### config.mk
export PLATFORM = sky130hd
export DESIGN_NAME = readback_arbiter
export DESIGN_NICKNAME = d
export VERILOG_FILES = /design/src/rtl/readback_arbiter.sv
export SDC_FILE = /design/constraint.sdc
export NUM_CORES = 1
export LEC_CHECK = 0
export ABC_AREA = 0
export BUFFER_PORTS_ARGS = -buffer_cell sky130_fd_sc_hd__clkbuf_2
export CORE_MARGIN = 2
export CORE_UTILIZATION = 51
export CTS_CLUSTER_DIAMETER = 120
export CTS_CLUSTER_SIZE = 30
export DETAILED_ROUTE_END_ITERATION = 10
export PLACE_DENSITY = 0.83
export SETUP_SLACK_MARGIN = 0.05
export SYNTH_ARGS = -nofsm -noshare
export SYNTH_HDL_FRONTEND = slang
export SYNTH_SLANG_ARGS = --single-unit
### constraint.sdc
create_clock -name clk16 -period 2.55 [get_ports clk16]
set_clock_uncertainty 0.15 [all_clocks]
set_input_delay 0.255 -clock clk16 [delete_from_list [all_inputs] [get_ports clk16]]
set_output_delay 0.255 -clock clk16 [all_outputs]
set_load 0.05 [all_outputs]
### src/rtl/readback_arbiter.sv
// Round-robin arbiter that hands the crate readback byte link to one of three
// sources per record, forwarding the winner's byte stream with a start timeout and inter-record gap.
module readback_arbiter #(
    parameter int TIMEOUT = 64,
    parameter int GAP     = 4
) (
    input  logic        clk16,
    input  logic        reset_n,
    input  logic [2:0]  req,
    input  logic [2:0]  src_read,
    input  logic [9:0]  src_byt0,
    input  logic [9:0]  src_byt1,
    input  logic [9:0]  src_byt2,
    output logic [2:0]  rd,
    output logic [1:0]  gnt,
    output logic        busy,
    output logic        link_valid,
    output logic [9:0]  link_byte,
    output logic [15:0] rec_count,
    output logic [7:0]  to_count
);
    localparam logic [7:0] TO_LAST  = 8'(TIMEOUT - 1);
    localparam logic [3:0] GAP_LAST = 4'(GAP - 1);

    typedef enum logic [2:0] {S_IDLE, S_STROBE, S_WAIT, S_XFER, S_GAP} state_e;

    state_e      state_q, state_d;
    logic [1:0]  gnt_q, gnt_d;
    logic [2:0]  rd_q, rd_d;
    logic        busy_q, busy_d;
    logic        link_valid_q, link_valid_d;
    logic [9:0]  link_byte_q, link_byte_d;
    logic [15:0] rec_count_q, rec_count_d;
    logic [7:0]  to_count_q, to_count_d;
    logic [7:0]  tcnt_q, tcnt_d;
    logic [3:0]  gcnt_q, gcnt_d;

    logic [1:0]  cand0, cand1, pick;
    logic [3:0]  req_x;
    logic        sel_read;
    logic [9:0]  sel_byt;

    function automatic logic [1:0] next_src(input logic [1:0] s);
        return (s >= 2'd2) ? 2'd0 : s + 2'd1;
    endfunction

    // Search starts just after the last winner, so the last winner ranks lowest.
    always_comb begin
        req_x = {1'b0, req};
        cand0 = next_src(gnt_q);
        cand1 = next_src(cand0);
        if (req_x[cand0])      pick = cand0;
        else if (req_x[cand1]) pick = cand1;
        else                   pick = gnt_q;
    end

    always_comb begin
        case (gnt_q)
            2'd0:    begin sel_read = src_read[0]; sel_byt = src_byt0; end
            2'd1:    begin sel_read = src_read[1]; sel_byt = src_byt1; end
            default: begin sel_read = src_read[2]; sel_byt = src_byt2; end
        endcase
    end

    always_comb begin
        state_d      = state_q;
        gnt_d        = gnt_q;
        tcnt_d       = tcnt_q;
        gcnt_d       = gcnt_q;
        rec_count_d  = rec_count_q;
        to_count_d   = to_count_q;
        rd_d         = 3'b000;
        link_valid_d = 1'b0;
        link_byte_d  = 10'h000;
        case (state_q)
            S_IDLE: begin
                if (req != 3'b000) begin
                    gnt_d   = pick;
                    state_d = S_STROBE;
                end
            end
            S_STROBE: begin
                rd_d    = 3'b001 << gnt_q;
                tcnt_d  = 8'd0;
                state_d = S_WAIT;
            end
            S_WAIT: begin
                // A read arriving on the timeout cycle still counts as a start.
                if (sel_read) begin
                    state_d = S_XFER;
                end else if (tcnt_q == TO_LAST) begin
                    if (to_count_q != 8'hff) to_count_d = to_count_q + 8'd1;
                    gcnt_d  = 4'd0;
                    state_d = S_GAP;
                end else begin
                    tcnt_d = tcnt_q + 8'd1;
                end
            end
            S_XFER: begin
                if (sel_read) begin
                    link_valid_d = 1'b1;
                    link_byte_d  = sel_byt;
                end else begin
                    rec_count_d = rec_count_q + 16'd1;
                    gcnt_d      = 4'd0;
                    state_d     = S_GAP;
                end
            end
            S_GAP: begin
                if (gcnt_q == GAP_LAST) state_d = S_IDLE;
                else                    gcnt_d  = gcnt_q + 4'd1;
            end
            default: state_d = S_IDLE;
        endcase
        busy_d = (state_d != S_IDLE);
    end

    always_ff @(posedge clk16 or negedge reset_n) begin
        if (!reset_n) begin
            state_q      <= S_IDLE;
            gnt_q        <= 2'd2;
            rd_q         <= 3'b000;
            busy_q       <= 1'b0;
            link_valid_q <= 1'b0;
            link_byte_q  <= 10'h000;
            rec_count_q  <= 16'd0;
            to_count_q   <= 8'd0;
            tcnt_q       <= 8'd0;
            gcnt_q       <= 4'd0;
        end else begin
            state_q      <= state_d;
            gnt_q        <= gnt_d;
            rd_q         <= rd_d;
            busy_q       <= busy_d;
            link_valid_q <= link_valid_d;
            link_byte_q  <= link_byte_d;
            rec_count_q  <= rec_count_d;
            to_count_q   <= to_count_d;
            tcnt_q       <= tcnt_d;
            gcnt_q       <= gcnt_d;
        end
    end

    assign rd         = rd_q;
    assign gnt        = gnt_q;
    assign busy       = busy_q;
    assign link_valid = link_valid_q;
    assign link_byte  = link_byte_q;
    assign rec_count  = rec_count_q;
    assign to_count   = to_count_q;
endmodule
==> flow_metrics.tcl <==
set metrics [dict create \
    layout.nets 381 \
    synth_top_area_share_pct 51.4 \
    syn_to_final_growth_pct 22.6 \
    p_leak_uw 0.00166 \
    drc 0 \
    holdWs_ns 0.0110 \
    start_util_pct 52.8 \
    grt_max_degree 27 \
    synth.distinct_cells 39 \
    fmax_mhz 484 \
    arrival_ns 2.17 \
    io_buffer_count 78 \
    synth_ff_type "dfrtp_1" \
    syn_nets 302 \
    grt_use_total_pct 21.6 \
    wire_per_inst_um 14.3 \
    required_ns 2.65 \
    synth.area.top_cells "dfrtp_1, nor2_1, xnor2_1, xor2_1, mux2i_1" \
    slowest_stage "dfrtp_1" \
    viasPerCell 5.29 \
    endpoint_kind "flip-flop" \
    dr.first_iter.drc_count 61 \
    clockRootBuffer "clkbuf_8" \
    slew_viol_final 0 \
    ctsHtreeMaxLevel 2 \
    setup_viol 0 \
    cts_made_buffers 5 \
    status "finished, final reports clean" \
    antenna_cells 0 \
    dp.cells 401 \
    synth_area_um2 2680 \
    ir_drop_uv 519 \
    core_um2 5070 \
    crit_chain "nand3b_1, a211oi_4, nand4_1, nor2_1, xor2_1" \
    hold_path_class "primary input to flip-flop" \
    min_period_ns 2.07 \
    yosysSeqAreaShare_pct 52.4 \
    synth.largest_area_cell "dfrtp_1" \
    rsz0062_at_grt "no" \
    period_share_pct 81.0 \
    ant_nets 0 \
    ios 79 \
    fp.dieH_um 76.5 \
    hpwl_um 4390 \
    final_cells 410 \
    place.gp.congestion 0.818 \
    cts.sinks 56 \
    relSlewSlack_pct 58.8 \
    drive_gt1_share_pct 28.8 \
    cts_buffer_depth 2 \
    fp-row-count 26 \
    ys_async_sr_fraction_pct 100 \
    die-area_um2 5850 \
    nFillCells 422 \
    vias 2170 \
    final_common_cell "clkbuf_2" \
    grt_pass1_vias 2179 \
    cp_max_fo 10 \
    grt_pass1_wl_um 10200 \
    start_kind "flip-flop" \
    drv_cap 0 \
    yosys_warnings 0 \
    drtPass1Iterations 4 \
    mostFrequentLayoutCells "clkbuf_2, dfrtp_1, nor2_1" \
    routed_wl_um 5860 \
    avgSynthCellArea_um2 10.3 \
    worstMarginPinSlew_ns 0.618 \
    clkLatencyLatePin_ns 0.32 \
    antenna_found_initial 0 \
    cpPeakStageDelay_ns 0.48 \
    gr-total-overflow 0 \
    setup_tns_ns 0 \
    fp.dieW_um 76.5 \
    path_class "flip-flop to flip-flop" \
    cts_tree "yes" \
    power_per_cell_area_nw_per_um2 950 \
    ys_ff_latch 56 \
    synth-edff-count 0 \
    path_clk_slew_ns 0.10 \
    synth_cells 260 \
    finalHoldViolCount 0 \
]
==> per-layer routing <==
layer	GRT usage (%)	up-vias	routed length, um
met2	35.8	57	2960
met4	9.64	0	94
met1	27.9	1043	2570
li1	-	1061	-
met3	3.91	9	229
met5	0	-	0
==> through the flow <==
step,cell area (um^2),utilization (%),total power (uW),worst slack (ns)
detailed placement,3140,61.8,2440,0.519
global route,3280,64.7,3320,0.297
finish,3280,64.7,3120,0.484
CTS,3280,64.7,3140,0.491
global placement,3140,61.8,2390,0.567
floorplan,2680,-,2150,0.175
==> registers in the layout, indices dropped and copies added (netlist names) <==
name,count
link_byte,10
gnt,2
rec_count,16
rd,3
busy,1
gcnt_q,4
state_q,3
link_valid,1
to_count,8
tcnt_q,8
==> power breakdown <==
| part | total (uW) | leakage [uW] | internal (uW) | switching, uW |
|---|---|---|---|---|
| Combinational | 1210 | 0.000844 | 370 | 838 |
| Clock | 697 | 0.0000687 | 395 | 301 |
| Sequential | 1210 | 0.000751 | 1050 | 166 |
| Total | 3120 | 0.00166 | 1810 | 1300 |
==> worst max-delay path, delay by kind of cell (launching register included) <==
kind | cells | cell delay (ns)
flip-flops | 1 | 0.48
AND/OR/NAND/NOR | 3 | 0.78
AO/OA/AOI/OAI | 1 | 0.42
XOR/XNOR | 1 | 0.16
==> Yosys cell counts (all sizes together) (8+ instances only) <==
cell    number
nand2       18
and3         8
xnor2       15
xor2        12
a21oi       15
clkbuf       8
nor2        35
nand3       10
nand4       14
dfrtp       55
o21ai       10
mux2i       10
==> final cells by class <==
class,instances,area [um^2],share of cell area (%)
Clock inverter,3,68.8,2.10
Tap cell,70,87.6,2.67
Multi-Input combinational cell,187,1200,36.6
Clock buffer,5,68.8,2.10
Timing Repair Buffer,83,430,13.1
Sequential cell,56,1400,42.7
Inverter,6,22.5,0.686
==> logic make-up after synthesis <==
kind of cell / share of synthesized area (%)
and+or+nand+nor: 20.1
DFF: 52.4
AOI/OAI and AO/OA: 8.97
xor gates and xnor gates: 8.83
buffers and inverters: 2.76
muxes: 5.14
adders and majority gates: 1.87
==> final timing paths <==
path,start,to,slack [ns],cells after the start
max in group asynchronous,reset_n,gnt[1],1.21,3
min,req[2],gnt[1],0.01,3
max,state_q[2],rec_count[11],0.48,5
max reg2reg,state_q[2],rec_count[11],0.48,5
min in group asynchronous,reset_n,rec_count[2],0.31,2
min reg2reg,rec_count[15],rec_count[15],0.33,1
==> repair_timing <==
item	CTS	global route
setup buffers	0	0
hold buffers	1	0
gates resized for setup	0	0
hold endpoints to repair	24	0
setup endpoints to repair	0	0
Power figures use the tool's default switching activity.
